**src/rtl/ingress_tlp_classify_pkg.sv**
```systemverilog
// Shared types for the ingress TLP classifier: header record, class enum,
// TLP type codes and the first-beat header decoder.
package ingress_tlp_classify_pkg;

  localparam int unsigned PCIE_DATA_WIDTH = 128;
  localparam int unsigned PCIE_DATA_KW    = 4;
  localparam int unsigned HDR_W           = 128;

  localparam logic [4:0] TLP_TYPE_MEM   = 5'b00000;
  localparam logic [4:0] TLP_TYPE_MEMLK = 5'b00001;
  localparam logic [4:0] TLP_TYPE_IO    = 5'b00010;
  localparam logic [4:0] TLP_TYPE_CFG0  = 5'b00100;
  localparam logic [4:0] TLP_TYPE_CFG1  = 5'b00101;
  localparam logic [4:0] TLP_TYPE_CPL   = 5'b01010;
  localparam logic [4:0] TLP_TYPE_CPLLK = 5'b01011;

  typedef enum logic [1:0] {
    CLS_CPL  = 2'd0,
    CLS_REQ  = 2'd1,
    CLS_DROP = 2'd2
  } tlp_class_e;

  typedef struct packed {
    logic [2:0]  fmt;
    logic [4:0]  tlp_type;
    logic        td;
    logic        ep;
    logic [10:0] length;
    logic        hdr4dw;
    logic [15:0] req_id;
    logic [15:0] cpl_id;
    logic [7:0]  tag;
    logic [2:0]  status;
    logic [11:0] byte_cnt;
    logic [6:0]  low_addr;
    logic [7:0]  be;
    logic [63:0] addr;
  } tlp_head_t;

  function automatic tlp_class_e classify_type(input logic [4:0] t);
    if (t == TLP_TYPE_CPL) return CLS_CPL;
    if (t == TLP_TYPE_MEM || t == TLP_TYPE_MEMLK || t == TLP_TYPE_IO ||
        t == TLP_TYPE_CFG0 || t == TLP_TYPE_CFG1) return CLS_REQ;
    return CLS_DROP;
  endfunction

  // Completion and request headers share DW1/DW2 with different layouts.
  function automatic tlp_head_t decode_hdr(input logic [HDR_W-1:0] hdr);
    tlp_head_t   h;
    logic [31:0] dw0, dw1, dw2, dw3;
    dw0 = hdr[31:0];
    dw1 = hdr[63:32];
    dw2 = hdr[95:64];
    dw3 = hdr[127:96];
    h          = '0;
    h.fmt      = dw0[31:29];
    h.tlp_type = dw0[28:24];
    h.td       = dw0[15];
    h.ep       = dw0[14];
    h.length   = (dw0[9:0] == 10'd0) ? 11'd1024 : {1'b0, dw0[9:0]};
    h.hdr4dw   = dw0[29];
    if (dw0[28:24] == TLP_TYPE_CPL || dw0[28:24] == TLP_TYPE_CPLLK) begin
      h.cpl_id   = dw1[31:16];
      h.status   = dw1[15:13];
      h.byte_cnt = dw1[11:0];
      h.req_id   = dw2[31:16];
      h.tag      = dw2[15:8];
      h.low_addr = dw2[6:0];
    end else begin
      h.req_id = dw1[31:16];
      h.tag    = dw1[15:8];
      h.be     = dw1[7:0];
      h.addr   = dw0[29] ? {dw2, dw3} : {32'd0, dw2};
    end
    return h;
  endfunction

endpackage

```
**src/rtl/ingress_out_slot.sv**
```systemverilog
// One-entry output register with valid/ready; holds its contents while stalled.
module ingress_out_slot
  import ingress_tlp_classify_pkg::*;
#(
  parameter int unsigned DATA_W = PCIE_DATA_WIDTH,
  parameter int unsigned KW     = PCIE_DATA_KW
) (
  input  logic              clk,
  input  logic              rst,
  input  logic              load,
  input  logic [DATA_W-1:0] in_data,
  input  logic [KW-1:0]     in_keep,
  input  logic              in_sop,
  input  logic              in_eop,
  input  tlp_head_t         in_meta,
  output logic              free_c,
  output logic [DATA_W-1:0] out_data,
  output logic [KW-1:0]     out_keep,
  output logic              out_sop,
  output logic              out_eop,
  output tlp_head_t         out_meta,
  output logic              out_valid,
  input  logic              out_rdy
);

  logic              valid_q, valid_d;
  logic [DATA_W-1:0] data_q, data_d;
  logic [KW-1:0]     keep_q, keep_d;
  logic              sop_q, sop_d;
  logic              eop_q, eop_d;
  tlp_head_t         meta_q, meta_d;

  assign free_c = !valid_q || out_rdy;

  always_comb begin
    valid_d = valid_q;
    data_d  = data_q;
    keep_d  = keep_q;
    sop_d   = sop_q;
    eop_d   = eop_q;
    meta_d  = meta_q;
    if (out_rdy) valid_d = 1'b0;
    if (load) begin
      valid_d = 1'b1;
      data_d  = in_data;
      keep_d  = in_keep;
      sop_d   = in_sop;
      eop_d   = in_eop;
      meta_d  = in_meta;
    end
  end

  always_ff @(posedge clk or posedge rst) begin
    if (rst) begin
      valid_q <= 1'b0;
      data_q  <= '0;
      keep_q  <= '0;
      sop_q   <= 1'b0;
      eop_q   <= 1'b0;
      meta_q  <= '0;
    end else begin
      valid_q <= valid_d;
      data_q  <= data_d;
      keep_q  <= keep_d;
      sop_q   <= sop_d;
      eop_q   <= eop_d;
      meta_q  <= meta_d;
    end
  end

  assign out_valid = valid_q;
  assign out_data  = data_q;
  assign out_keep  = keep_q;
  assign out_sop   = sop_q;
  assign out_eop   = eop_q;
  assign out_meta  = meta_q;

endmodule

```
**src/rtl/ingress_tlp_classify.sv**
```systemverilog
// Ingress TLP classifier: decodes the first beat, steers completions and
// requests to their output slots, and discards/counts everything else.
module ingress_tlp_classify
  import ingress_tlp_classify_pkg::*;
#(
  parameter int unsigned DATA_W  = PCIE_DATA_WIDTH,
  parameter int unsigned KW      = PCIE_DATA_KW,
  parameter int unsigned DROP_CW = 16
) (
  input  logic               clk,
  input  logic               rst,
  input  logic [DATA_W-1:0]  s_axis_rx_tdata,
  input  logic [KW-1:0]      s_axis_rx_tkeep,
  input  logic               s_axis_rx_tlast,
  input  logic               s_axis_rx_tvalid,
  output logic               s_axis_rx_tready,
  output logic [DATA_W-1:0]  cpl_data,
  output logic [KW-1:0]      cpl_keep,
  output logic               cpl_sop,
  output logic               cpl_eop,
  output tlp_head_t          cpl_meta,
  output logic               cpl_valid,
  input  logic               cpl_rdy,
  output logic [DATA_W-1:0]  req_data,
  output logic [KW-1:0]      req_keep,
  output logic               req_sop,
  output logic               req_eop,
  output tlp_head_t          req_meta,
  output logic               req_valid,
  input  logic               req_rdy,
  output logic [DROP_CW-1:0] drop_cnt
);

  typedef enum logic [1:0] {ST_IDLE, ST_CPL, ST_REQ, ST_DROP} state_e;

  state_e             state_q, state_d;
  tlp_head_t          meta_q, meta_d;
  logic [DROP_CW-1:0] drop_q, drop_d;
  tlp_head_t          hdr_c;
  tlp_class_e         cls_c;
  logic               cpl_free_c, req_free_c;
  logic               tready_c, accept_c, first_c;
  logic               cpl_load_c, req_load_c;

  assign hdr_c   = decode_hdr(HDR_W'(s_axis_rx_tdata));
  assign cls_c   = classify_type(hdr_c.tlp_type);
  assign first_c = (state_q == ST_IDLE);

  // A new TLP waits for both slots to be empty or draining, which keeps order.
  always_comb begin
    tready_c = 1'b0;
    case (state_q)
      ST_IDLE: tready_c = cpl_free_c && req_free_c;
      ST_CPL:  tready_c = cpl_free_c;
      ST_REQ:  tready_c = req_free_c;
      ST_DROP: tready_c = 1'b1;
      default: tready_c = 1'b0;
    endcase
    if (rst) tready_c = 1'b0;
  end

  assign accept_c = s_axis_rx_tvalid && tready_c;

  always_comb begin
    state_d    = state_q;
    meta_d     = meta_q;
    drop_d     = drop_q;
    cpl_load_c = 1'b0;
    req_load_c = 1'b0;
    if (accept_c) begin
      if (first_c) begin
        meta_d = hdr_c;
        case (cls_c)
          CLS_CPL: begin
            state_d    = ST_CPL;
            cpl_load_c = 1'b1;
          end
          CLS_REQ: begin
            state_d    = ST_REQ;
            req_load_c = 1'b1;
          end
          default: begin
            state_d = ST_DROP;
            if (drop_q != '1) drop_d = drop_q + DROP_CW'(1);
          end
        endcase
      end else begin
        cpl_load_c = (state_q == ST_CPL);
        req_load_c = (state_q == ST_REQ);
      end
      if (s_axis_rx_tlast) state_d = ST_IDLE;
    end
  end

  always_ff @(posedge clk or posedge rst) begin
    if (rst) begin
      state_q <= ST_IDLE;
      meta_q  <= '0;
      drop_q  <= '0;
    end else begin
      state_q <= state_d;
      meta_q  <= meta_d;
      drop_q  <= drop_d;
    end
  end

  ingress_out_slot #(.DATA_W(DATA_W), .KW(KW)) u_cpl_slot (
    .clk      (clk),
    .rst      (rst),
    .load     (cpl_load_c),
    .in_data  (s_axis_rx_tdata),
    .in_keep  (s_axis_rx_tkeep),
    .in_sop   (first_c),
    .in_eop   (s_axis_rx_tlast),
    .in_meta  (meta_d),
    .free_c   (cpl_free_c),
    .out_data (cpl_data),
    .out_keep (cpl_keep),
    .out_sop  (cpl_sop),
    .out_eop  (cpl_eop),
    .out_meta (cpl_meta),
    .out_valid(cpl_valid),
    .out_rdy  (cpl_rdy)
  );

  ingress_out_slot #(.DATA_W(DATA_W), .KW(KW)) u_req_slot (
    .clk      (clk),
    .rst      (rst),
    .load     (req_load_c),
    .in_data  (s_axis_rx_tdata),
    .in_keep  (s_axis_rx_tkeep),
    .in_sop   (first_c),
    .in_eop   (s_axis_rx_tlast),
    .in_meta  (meta_d),
    .free_c   (req_free_c),
    .out_data (req_data),
    .out_keep (req_keep),
    .out_sop  (req_sop),
    .out_eop  (req_eop),
    .out_meta (req_meta),
    .out_valid(req_valid),
    .out_rdy  (req_rdy)
  );

  assign s_axis_rx_tready = tready_c;
  assign drop_cnt         = drop_q;

endmodule
```
**config.mk**
```make
export PLATFORM = sky130hd
export DESIGN_NAME = ingress_tlp_classify
export DESIGN_NICKNAME = d
export VERILOG_FILES = /design/src/rtl/ingress_tlp_classify_pkg.sv /design/src/rtl/ingress_out_slot.sv /design/src/rtl/ingress_tlp_classify.sv
export SDC_FILE = /design/constraint.sdc
export NUM_CORES = 2
export LEC_CHECK = 0
export CORE_AREA = 2 2 291 293
export CTS_CLUSTER_DIAMETER = 60
export DETAILED_ROUTE_END_ITERATION = 16
export DIE_AREA = 0 0 293 295
export PLACE_DENSITY = 0.75
export SLEW_MARGIN = 15
export SYNTH_ARGS = -nofsm -noshare
export SYNTH_HDL_FRONTEND = slang
export SYNTH_HIERARCHICAL = 1
export SYNTH_SLANG_ARGS = --single-unit
```
**constraint.sdc**
```tcl
create_clock -name clk -period 8.4 [get_ports clk]
set_clock_uncertainty 0.05 [all_clocks]
set_input_delay 0.84 -clock clk [delete_from_list [all_inputs] [get_ports clk]]
set_output_delay 0.84 -clock clk [all_outputs]
set_load 0.01 [all_outputs]
```
==> results.yml <==
outcome:
  outcome: "complete, no violations"
layout:
  final_common_cell: "dfrtp_1"
  layout_common_cells: "dfrtp_1 (756), clkdlybuf4s50_1 (735), mux2_2 (581), nand2_1 (239), clkbuf_16 (83)"
  nets: 2833
  syn_to_final_growth_pct: 37.07
  drive_gt1_frac: 0.2753
  fin_util: 0.4838
cts:
  cts_buffers: 83
  cts_tree: "yes"
  cts_sinks: 756
  clk_pin_slew_worst_paths_ps: 60
  clkLatencyLatePin_ps: 620
  clockBufferDepth: 3
  cts_max_level: 3
  post_cts_buffers: 0
  cts-resized-gates: 0
  holdBufCountCts: 0
  clock-root-buffer: "clkbuf_16"
power:
  pwr-share-clk: 0.244
  intPower_w: 0.01084
  swShare: 0.3050
  p_sw_w: 0.004758
  power.density_nw_per_um2: 387.7
  p_leak_nw: 17.42
  vdd_drop_max_v: 0.0002730
  pwr-share-comb: 0.375
  seqPwrFrac: 0.381
worst_hold_path:
  min_path_cells: 2
  hold_end: "meta_q[137]"
  holdCritStartpoint: "meta_q[137]"
  hold_class: "flop to flop"
critical_path:
  crit_buf_inv: 3
  cp-end-kind: "flop"
  crit_required_ps: 8840
  reg2reg_slack_ps: 5320
  crit_family: "buffers and inverters"
  r2r_start: "state_q[1]"
  crit_path_max_incr_delay_ps: 660
  crit_chain: "clkdlybuf4s50_1, nor4bb_4, buf_4, nand2b_1, a211oi_4, buf_12, mux2_2"
  crit_fanout: 158
  path_class: "primary input to flop"
  ff2ff_path_depth: 6
  r2r_end: "u_req_slot/out_data[43]"
  crit_arrival_ps: 4560
  startpoint_type: "primary input"
  slowest_stage: "clkdlybuf4s50_1"
timing:
  finalCritPeriodShare: 0.4899
  drv_slew: 0
  tightestPinTransition_ps: 1234
  relSlewSlack: 0.1775
  rsz0062_at_grt: "no"
  setup_tns_ps: 0
  max_clock_freq_ghz: 0.2430
  setup_viol: 0
  hold_viol_final: 0
  min_period_ps: 4115
detailed_routing:
  drt-initial-drc-count: 1059
  via_per_inst: 4.910
  vias: 18890
  drc: 0
  wirelength_um: 91050
  post_drt_wl_per_cell_um: 23.67
  ant_nets: 0
  dr.pass1.iters: 5
global_routing:
  grt_use_total: 0.2071
  antenna_found_initial: 7
  grt_pass1_wl_um: 134500
  grt_pass1_vias: 19820
  grt_max_degree: 159
  overflow: 0
floorplanning:
  core-area_um2: 83160
  initial_core_util: 0.3530
  fp.dieH_um: 295
  io_pins: 737
  dieArea_um2: 86440
  chipWidth_um: 293
  row_count: 106
yosys:
  yosysWarnings: 6
  synth_edf_count: 0
  synth_area_per_cell_um2: 14.91
  syn-num-nets: 2107
  ys_seq_area_frac: 0.6446
  yosys.area.top_type: "dfrtp_1"
  synthesis.area_um2: 29350
  synth_area_leaders: "dfrtp_1 (64%), mux2_2 (22%), nand2_1 (3.1%), clkbuf_8 (2.7%), mux2i_1 (1.1%)"
  yosysTopAreaCellShare: 0.6446
  ys_types: 36
  synthFlopType: "dfrtp_1"
  synth_seq_cells: 756
  synth-async-reset-ratio: 1.000
  syn_inst: 1968
placed_design:
  place.gp.congestion: 0.8321
  dp_hpwl_um: 61530
  numPortBuffers: 736
job:
  max_cap_violations: 0
-- per-stage QoR --
step | hold slack [ps] | total power [W] | cells | cell area (um^2) | worst slack, ps
after floorplan | 400.2 | 0.008407 | 1968 | 29360 | 2793
after global placement | 423.8 | 0.01173 | 3689 | 37300 | 3780
after detailed placement | 427.0 | 0.01187 | 3689 | 37300 | 3746
after CTS | 445.6 | 0.01576 | 3841 | 40220 | 4433
after global routing | 459.6 | 0.01635 | 3842 | 40220 | 4229
final | 442.8 | 0.01560 | 3847 | 40230 | 4285
-- layout make-up --
| type | instances | area (um^2) |
|---|---|---|
| Sequential cell | 756 | 18920 |
| Multi-Input combinational cell | 1089 | 9366 |
| Timing Repair Buffer | 759 | 7635 |
| Antenna cell | 6 | 15.01 |
| Clock buffer | 111 | 2312 |
| Inverter | 5 | 33.78 |
| Tap cell | 1080 | 1351 |
| Clock inverter | 41 | 600.6 |
| Fill cell | 7250 | 42920 |
-- routing by layer --
metal,wire [um],vias to the layer above,track usage
li1,-,8368,-
met1,38500,9794,0.2692
met2,43270,569,0.3318
met3,5982,159,0.05676
met4,3295,0,0.07630
met5,0,-,0
-- kinds of logic after synthesis --
kind of cell | count (synthesis) | synth area share
xor+xnor | 14 | 0.004178
flops | 756 | 0.6446
mux | 613 | 0.2338
buf+inv | 123 | 0.03790
fa+ha+maj | 1 | 0.0004262
simple gates | 315 | 0.04523
compound gates | 146 | 0.03389
-- power by group through the flow --
stage                     logic (W)  registers [W]  clock network, W
after floorplan             0.00189        0.00652                 0
after global placement      0.00580        0.00593                 0
after detailed placement    0.00587        0.00599                 0
after CTS                   0.00590        0.00595           0.00391
after global routing        0.00616        0.00613           0.00406
final                       0.00585        0.00594           0.00381
-- worst max-delay path by stage --
stage | to | cells past startpoint | slack [ps] | startpoint
2_1_floorplan | drop_cnt[0] | 1 | 2790 | rst
3_3_place_gp | u_cpl_slot/out_data[47] | 7 | 3780 | s_axis_rx_tdata[25]
3_5_place_dp | u_cpl_slot/out_meta[105] | 7 | 3750 | s_axis_rx_tdata[25]
4_1_cts | u_cpl_slot/out_meta[105] | 7 | 4430 | s_axis_rx_tdata[25]
5_1_grt | u_cpl_slot/out_meta[119] | 7 | 4230 | s_axis_rx_tdata[25]
6_report | u_cpl_slot/out_meta[97] | 7 | 4280 | s_axis_rx_tdata[25]
-- synthesized netlist by cell type, drive strengths merged (2+ instances only) --
cell type	number
xnor2	8
clkbuf	87
xor2	6
inv	5
nand3	7
buf	31
nor4	5
o21ai	47
a31oi	25
nand4	8
nand2b	8
a211oi	2
nor2	37
o31ai	32
and4	4
a22o	34
mux2i	32
mux2	581
nor3	3
nand2	239
dfrtp	756
a21oi	5
-- flip-flops by register name, indices dropped and copies added, names as in the netlist --
name                  flops
meta_q                  156
u_cpl_slot/out_meta     156
u_req_slot/out_meta     156
u_cpl_slot/out_data     128
u_req_slot/out_data     128
drop_cnt                 16
u_cpl_slot/out_keep       4
u_req_slot/out_keep       4
state_q                   2
u_cpl_slot/out_eop        1
u_cpl_slot/out_sop        1
u_cpl_slot/out_valid      1
u_req_slot/out_eop        1
u_req_slot/out_sop        1
u_req_slot/out_valid      1
-- tightest hold or removal path, delay by kind of cell (launching register included) --
family	cells	cell delay, ps
DFF	1	320
and+or+nand+nor	2	130
Note: power is estimated with default switching activity, not from simulation.
